===== src/rtl/if_stage_if.sv =====
// Instruction-memory port of the fetch stage.
// master drives the word address, slave returns combinational read data.
interface if_stage_if #(
  parameter int AW = 10
);
  logic [AW-1:0] im_addr;
  logic [31:0]   im_rdata;

  modport master (
    output im_addr,
    input  im_rdata
  );

  modport slave (
    input  im_addr,
    output im_rdata
  );
endinterface


===== src/rtl/if_stage.sv =====
// P5 MIPS instruction-fetch stage: PC, delayed-branch NPC select,
// instruction-memory addressing and the IF/ID pipeline register.
module if_stage #(
  parameter logic [31:0] PC_RESET = 32'h0000_3000,
  parameter logic [31:0] IM_BASE  = 32'h0000_3000,
  parameter int          IM_DEPTH = 1024
) (
  input  logic        clk,
  input  logic        reset,
  input  logic        stall,
  input  logic [1:0]  npc_sel,
  input  logic        br_true,
  input  logic [15:0] id_imm16,
  input  logic [25:0] id_index26,
  input  logic [31:0] rs_val,
  if_stage_if.master  im,
  output logic [31:0] if_pc,
  output logic [31:0] id_instr,
  output logic [31:0] id_pc,
  output logic [31:0] id_pc8,
  output logic        id_valid,
  output logic        align_err,
  output logic [31:0] fetch_cnt
);

  localparam int AW = $clog2(IM_DEPTH);
  localparam logic [32:0] IM_BYTES = 33'(IM_DEPTH) * 33'd4;

  typedef struct packed {
    logic [31:0] instr;
    logic [31:0] pc;
    logic [31:0] pc8;
    logic        valid;
  } if_id_t;

  logic [31:0] pc;
  logic [31:0] npc;
  logic [31:0] off;
  logic [31:0] pc4;
  logic [31:0] id_pc4;
  logic [31:0] boff;
  logic [31:0] fword;
  logic        in_range;
  logic        mis_jr;
  if_id_t      ifid;

  assign off      = pc - IM_BASE;
  assign in_range = (pc >= IM_BASE) && ({1'b0, off} < IM_BYTES);
  assign im.im_addr = off[AW+1:2];
  assign fword    = in_range ? im.im_rdata : 32'h0;

  assign pc4    = pc + 32'd4;
  assign id_pc4 = ifid.pc + 32'd4;
  assign boff   = {{14{id_imm16[15]}}, id_imm16, 2'b00};
  assign mis_jr = (npc_sel == 2'b11) && (rs_val[1:0] != 2'b00);

  // Branch/jump targets come from the ID instruction; IF holds its delay slot.
  always_comb begin
    npc = pc4;
    unique case (npc_sel)
      2'b00: npc = pc4;
      2'b01: npc = br_true ? id_pc4 + boff : pc4;
      2'b10: npc = {id_pc4[31:28], id_index26, 2'b00};
      2'b11: npc = {rs_val[31:2], 2'b00};
    endcase
  end

  always_ff @(posedge clk) begin
    if (!reset) begin
      pc        <= PC_RESET;
      ifid      <= '0;
      align_err <= 1'b0;
      fetch_cnt <= 32'h0;
    end else if (!stall) begin
      pc         <= npc;
      ifid.instr <= fword;
      ifid.pc    <= pc;
      ifid.pc8   <= pc + 32'd8;
      ifid.valid <= 1'b1;
      if (in_range) fetch_cnt <= fetch_cnt + 32'd1;
      if (mis_jr)   align_err <= 1'b1;
    end
  end

  assign if_pc    = pc;
  assign id_instr = ifid.instr;
  assign id_pc    = ifid.pc;
  assign id_pc8   = ifid.pc8;
  assign id_valid = ifid.valid;

endmodule


===== src/flat_wrapper.sv =====
// flat-port wrapper written by rule: the top's interface ports become plain ports
module if_stage_flat 
#(
  parameter logic [31:0] PC_RESET = 32'h0000_3000,
  parameter logic [31:0] IM_BASE  = 32'h0000_3000,
  parameter int          IM_DEPTH = 1024
)
  (clk, reset, stall, npc_sel, br_true, id_imm16, id_index26, rs_val, if_pc, id_instr, id_pc, id_pc8, id_valid, align_err, fetch_cnt, im_im_addr, im_im_rdata);
  if_stage_if #(.AW(10)) im_i ();
  input  logic clk;
  input  logic reset;
  input  logic stall;
  input  logic [1:0] npc_sel;
  input  logic br_true;
  input  logic [15:0] id_imm16;
  input  logic [25:0] id_index26;
  input  logic [31:0] rs_val;
  output logic [31:0] if_pc;
  output logic [31:0] id_instr;
  output logic [31:0] id_pc;
  output logic [31:0] id_pc8;
  output logic id_valid;
  output logic align_err;
  output logic [31:0] fetch_cnt;
  output wire logic [$bits(im_i.im_addr)-1:0] im_im_addr;
  input wire logic [$bits(im_i.im_rdata)-1:0] im_im_rdata;
  assign im_im_addr = im_i.im_addr;
  assign im_i.im_rdata = im_im_rdata;
  if_stage #(.PC_RESET(PC_RESET), .IM_BASE(IM_BASE), .IM_DEPTH(IM_DEPTH)) u_core (.clk(clk), .reset(reset), .stall(stall), .npc_sel(npc_sel), .br_true(br_true), .id_imm16(id_imm16), .id_index26(id_index26), .rs_val(rs_val), .im(im_i), .if_pc(if_pc), .id_instr(id_instr), .id_pc(id_pc), .id_pc8(id_pc8), .id_valid(id_valid), .align_err(align_err), .fetch_cnt(fetch_cnt));
endmodule

===== config.mk =====
export PLATFORM = sky130hd
export DESIGN_NAME = if_stage_flat
export DESIGN_NICKNAME = d
export VERILOG_FILES = /design/src/rtl/if_stage_if.sv /design/src/rtl/if_stage.sv /design/src/flat_wrapper.sv
export SDC_FILE = /design/constraint.sdc
export NUM_CORES = 1
export LEC_CHECK = 0
export BUFFER_PORTS_ARGS = -buffer_cell sky130_fd_sc_hd__buf_4
export CAP_MARGIN = 10
export CORE_MARGIN = 1.5
export CORE_UTILIZATION = 53
export DETAILED_ROUTE_END_ITERATION = 6
export PLACE_DENSITY = 0.81
export SYNTH_ARGS = -nofsm -noshare
export SYNTH_HDL_FRONTEND = slang
export SYNTH_SLANG_ARGS = --single-unit

===== constraint.sdc =====
create_clock -name clk -period 4.05 [get_ports clk]
set_input_delay 0.2025 -clock clk [delete_from_list [all_inputs] [get_ports clk]]
set_output_delay 0.2025 -clock clk [all_outputs]
set_load 0.1 [all_outputs]

; ---- Word level (Yosys, flattened, before mapping)
; Cells that the tools add are included.
[classes]
n_lt_le_gt_ge = 2
n_eq_ne = 3
n_mux = 3
n_addsub = 6
n_reduce_logical = 6
bitwise = 1
[ops]
columns = cell, count
row1 = $pmux W32 S4, 1
row2 = $add A32 B3 Y32 const B, 2
row3 = $mux W32, 2
row4 = $add A32 B1 Y32 const B, 1
row5 = $add A32 B32 Y32, 1
row6 = $add A32 B4 Y32 const B, 1
row7 = $ge A32 B14 Y1 const B, 1
row8 = $lt A32 B13 Y1 const B, 1
row9 = $sub A32 B14 Y32 const B, 1
row10 = $eq A2 B2 Y1 const B, 2
row11 = $reduce_and A2 Y1, 2
row12 = $eq A2 B1 Y1 const B, 1
row13 = $logic_and A1 B1 Y1, 2
row14 = $logic_not A2 Y1, 1
row15 = $reduce_bool A2 Y1, 1
row16 = $not A1 Y1, 1
[word_totals]
wordCells = 28
regBits = 162
out_inout_bits = 172
in_bits = 112

; ---- Depth between registers and ports, before layout
[depth]
word_depth = 4
mapped_depth = 16
ltp_nobuf = 15

; ---- Worst setup path after synthesis
; OpenSTA, ideal clock, no wires.
[synth_timing]
kind = register -> register
start = reg, netlist name u_core.id_pc8[2]
end = reg u_core.pc[29], in the netlist u_core.if_pc[29]
path_stages_with_launch = 17
slack_ns = -0.142
path_buffers = 1
period_less_slack_ns = 4.192
required_ns = 3.930
arrival_ns = 4.073
setup_ns = 0.120
path_cell_list = dfxtp_1 ha_1 and3_1 and3_1 clkbuf_1 nand2_1 nor2_1 xor2_1 ha_1 a21o_1 a211oi_1 a21oi_1 and3_1 a221o_1 nand3_1 o22ai_1 a211o_1
[synth_lines]
columns = item, line_no
row1 = "end signal, assigned", if_stage.sv:75  ; pc <= npc;
row2 = "end, declared", if_stage.sv:36  ; logic [31:0] pc;

==> impl.org <==
** Outcome
- Outcome :: finished, violations left
- The checks that failed: design-rule violations.

** STA
- The worst path meets setup with 0.367 ns of slack.
- Between clock sinks in the finished design, the worst skew comes to 0.00915 ns.
- At the pin with the least slew margin, the transition time is 0.873 ns.
- Final setup TNS :: 0 ns
- RSZ-0062 raised after global routing :: no
- Final hold analysis gives a worst-case slack of roughly 0.012 ns.
- Static timing analysis puts the maximum clock frequency at 0.272 GHz.
- Fin. Hold Viols :: 0
- The routed design could run at a clock period as short as 3.68 ns.
- Setup violations remaining at the end of the flow were counted as 0.
- Relative slew slack :: 41.3%
- The count of pins over their slew limit is 0.
- Final clock period utilization by the worst path :: 90.9%

** Place
- Routability-driven placement finished with a final weighted congestion of 0.987.
- Prior to clock tree synthesis, the placed netlist has a worst setup slack of 0.251 ns.
- Count of input and output buffers :: 283
- Detailed-placement wirelength estimate :: 22.8 mm

** Synth
- Multiplexer share of the synthesized area :: 6.36%
- Number of distinct library cells after synthesis :: 62
- The biggest area contributor in the post-synthesis netlist is sky130_fd_sc_hd__dfxtp_1.
- The synthesized netlist devotes 23.6% of its cell area to simple gates.
- Of the post-synthesis cell area, the dominant cell type holds between 30 and 40%.
- Adder and majority cell fraction of the synthesized area :: 4.88%
- Xor-xnor portion of the synthesized cell area :: 10.4%
- Ys Warns :: 0
- Counting flops with a built-in enable in the synthesized netlist gives 0.
- Seq/Total Area, Yosys :: 32.1%
- Counting flops and latches in the post-synthesis netlist gives 159.
- By area, the combinational part of the netlist is dominated by simple AND/OR/NAND/NOR gates.
- Synthesized instance count :: 1247
- Post-synthesis instance area :: between 9000 and 10000 um2
- Per-instance average area after synthesis :: 7.94 um2
- Syn_nets :: 1397
- Prevailing post-synth register cell :: sky130_fd_sc_hd__dfxtp_1
- By area the synthesized netlist is led by sky130_fd_sc_hd__dfxtp_1 32%, sky130_fd_sc_hd__xnor2_1 6.9%, sky130_fd_sc_hd__nor2_1 5.6%.
- Post-synthesis compound-gate area fraction :: 17.4%
- Share of synthesized registers carrying an async set or reset :: 0%

** Route
- Total Routed Length :: 31.1 mm
- Per-cell via count in the routed design :: 5.89
- In the routed design, unresolved DRC markers number 16.
- For this run, the detailed router's first-pass iteration total came to 7.
- The detailed router placed 10100 vias in this run.
- In this run the remaining antenna-violating nets after routing total 0.
- The detailed router finished its first iteration with 809 violations.
- Avg WL per Cell :: around 18 um

** Layout
- The post-route netlist has about a quarter of its cells at a drive strength greater than 1.
- Leaving out fill and tap cells, the most frequent cell in the layout is sky130_fd_sc_hd__buf_4.
- The library cells used most frequently in the layout, excluding fill and tap cells, are 297 x sky130_fd_sc_hd__buf_4, 155 x sky130_fd_sc_hd__dfxtp_1, 149 x sky130_fd_sc_hd__nor2_1, 99 x sky130_fd_sc_hd__nand2_1, 78 x sky130_fd_sc_hd__xnor2_1.
- Once layout is complete, the utilization of the core stands at 69.6%.
- Antenna diode count :: 0
- Layout Nets :: 1621
- Counting the fill cells in the layout gives 1499.
- Layout-stage area growth over the synthesis result :: 27.5%

** CTS
- Number of setup buffers added after CTS :: 0
- At the later pin of the worst-skew pair, clock insertion delay measures 0.43 ns.
- The clock passes through at most 2 buffers.
- Clock-pin slew reported for the worst setup and hold paths after clock tree synthesis :: 0.06 ns
- TritonCTS buffer count :: 17
- Root buffer cell :: sky130_fd_sc_hd__clkbuf_16
- TritonCTS built the clock tree.
- Count of H-tree levels built during CTS :: 4
- Counting every sink on the clock net gives approximately 160.

** Critical path
- Slowest cell on the critical path :: sky130_fd_sc_hd__dfxtp_2
- The critical path is of the reg -> reg type.
- Slowest stage delay, CP :: 0.38 ns
- On the critical path the largest part of the delay comes from compound AO/OA/AOI/OAI gates.
- Crit-path max FO :: 9
- Buffers and inverters on the worst path :: 0
- For the worst setup path, the data required time is approximately 4.4 ns.
- Measured in cells, the most critical reg-to-reg path has a length of 15.
- Walking the worst path, the cells encountered are ha_1 > and3_1 > and3_2 > nand2_1 > nor2_1 > xor2_1 > ha_1 > a21o_1 > a211oi_1 > a21oi_1 > and3_1 > a221o_1 > nand3_1 > o22ai_1 > a211o_1.
- Crit path launch type :: flip-flop
- Data on the critical path arrives at its endpoint at 4.00 ns.
- Levels on crit path :: 15
- The worst setup path is captured at a flip-flop.

** Floorplanning
- The initial utilization of the core area, before any placement, comes to between 50 and 60%.
- The floorplan step defined a die boundary enclosing between 15000 and 20000 um2.
- During I/O placement, the number of pins put on the boundary was 284.
- The floorplan step set the die width to 140 um.
- Core area :: 18100 um2
- Vert. Die Dim :: 140 um
- Floorplan row count :: roughly 50

** Power and ir drop
- Total power of the final layout :: around 0.0044 W
- Dividing total power by cell area gives a power density of 349 nW/um2.
- The analysis attributes to cell leakage a power of 5.38 nW.
- VDD sags by at most between 0.0002 and 0.0003 V.

** Min path
- Number of cells on the worst hold path :: 3
- In this run the worst hold path is classified as in -> reg.

** Global routing
- Total congestion overflow :: 0
- Global-route usage over all layers :: 31.5%
- The initial antenna violation count came to 0.
- Number of global-route vias before repair :: between 9000 and 10000
- First-pass GRT wire length :: a little under 50 mm
- Entering global routing, the biggest net connects 79 pins.

** Flow run
- Maxcap violations :: 0
==> worst paths after layout <==
| path | from | endpoint | slack [ns] |
|---|---|---|---|
| min | im_im_rdata[19] | u_core.id_instr[19] | 0.01 |
| min reg2reg | u_core.id_pc8[30] | u_core.id_pc8[30] | 0.46 |
| max | u_core.id_pc8[2] | u_core.if_pc[29] | 0.37 |
| max reg2reg | u_core.id_pc8[2] | u_core.if_pc[29] | 0.37 |
==> power breakdown <==
group	switching [W]	internal, W
Combinational	0.000782	0.000349
Sequential	0.000110	0.00162
Clock	0.000693	0.000860
Total	0.00159	0.00283
==> routing by layer <==
metal | part of all wire [%] | track usage (%)
met1 | 41 | 38.8
met2 | 47 | 52.9
met3 | 8.3 | 6.26
met4 | 3.7 | 14.6
met5 | 0 | 0
==> Yosys cell counts (6+ instances only) <==
| cell type | instances |
|---|---|
| sky130_fd_sc_hd__dfxtp_1 | 159 |
| sky130_fd_sc_hd__nor2_1 | 149 |
| sky130_fd_sc_hd__nand2_1 | 99 |
| sky130_fd_sc_hd__xnor2_1 | 78 |
| sky130_fd_sc_hd__a21oi_1 | 73 |
| sky130_fd_sc_hd__clkbuf_1 | 72 |
| sky130_fd_sc_hd__o21ai_0 | 69 |
| sky130_fd_sc_hd__nand3_1 | 52 |
| sky130_fd_sc_hd__xor2_1 | 40 |
| sky130_fd_sc_hd__ha_1 | 37 |
| sky130_fd_sc_hd__mux2i_1 | 37 |
| sky130_fd_sc_hd__a22oi_1 | 34 |
| sky130_fd_sc_hd__nand4_1 | 34 |
| sky130_fd_sc_hd__and2_1 | 30 |
| sky130_fd_sc_hd__mux2_2 | 23 |
| sky130_fd_sc_hd__nor2b_1 | 23 |
| sky130_fd_sc_hd__nor3_1 | 23 |
| sky130_fd_sc_hd__inv_1 | 20 |
| sky130_fd_sc_hd__a221oi_1 | 19 |
| sky130_fd_sc_hd__and3_1 | 17 |
| sky130_fd_sc_hd__nor4_1 | 16 |
| sky130_fd_sc_hd__or3_1 | 16 |
| sky130_fd_sc_hd__buf_4 | 14 |
| sky130_fd_sc_hd__buf_1 | 11 |
| sky130_fd_sc_hd__a21o_1 | 10 |
| sky130_fd_sc_hd__a211oi_1 | 7 |
| sky130_fd_sc_hd__a31oi_1 | 7 |
| sky130_fd_sc_hd__o21a_1 | 7 |
| sky130_fd_sc_hd__and4_1 | 6 |
==> registers in the layout, indices dropped and copies added (netlist names) <==
register          count
u_core.id_valid       1
u_core.id_pc         29
u_core.id_pc8        32
u_core.align_err      1
u_core.id_instr      32
u_core.fetch_cnt     32
u_core.if_pc         32
==> worst reg2reg max path, delay by kind of cell, from the launching register on <==
kind | cells | cell delay, ns
DFF | 1 | 0.38
adders and majority gates | 2 | 0.52
and+or+nand+nor | 6 | 1.09
AOI/OAI and AO/OA | 6 | 1.42
xor gates and xnor gates | 1 | 0.16
==> layout make-up <==
type,instances,area [um2],area share (%)
Clock inverter,11,113,0.892
Clock buffer,18,439,3.48
Inverter,22,82.6,0.654
Tap cell,229,287,2.27
Multi-Input combinational cell,967,6220,49.3
Sequential cell,159,3190,25.2
Timing Repair Buffer,304,2300,18.2
==> per-stage QoR <==
stage | cells | area [um2]
finish | 1710 | 12600
global route | 1710 | 12600
floorplan | 1247 | 9910
global placement | 1674 | 12000
CTS | 1710 | 12600
detailed placement | 1674 | 12000
==> what timing repair did <==
item | in CTS | in global routing
hold buffers | 7 | 0
hold endpoints to repair | 7 | 0
setup endpoints to repair | 0 | 5
resized for setup | 0 | 3
==> cell families (layout without fill, tap and decap cells) <==
group                    count (synthesis)  count (layout)
AO/OA/AOI/OAI                          270             270
XOR/XNOR                               118             118
adder cells (fa/ha/maj)                 38              38
buffers and inverters                  121             355
flip-flops                             159             159
multiplexers                            60              60
AND/OR/NAND/NOR                        481             481
Note: power is estimated with default switching activity, not from simulation.
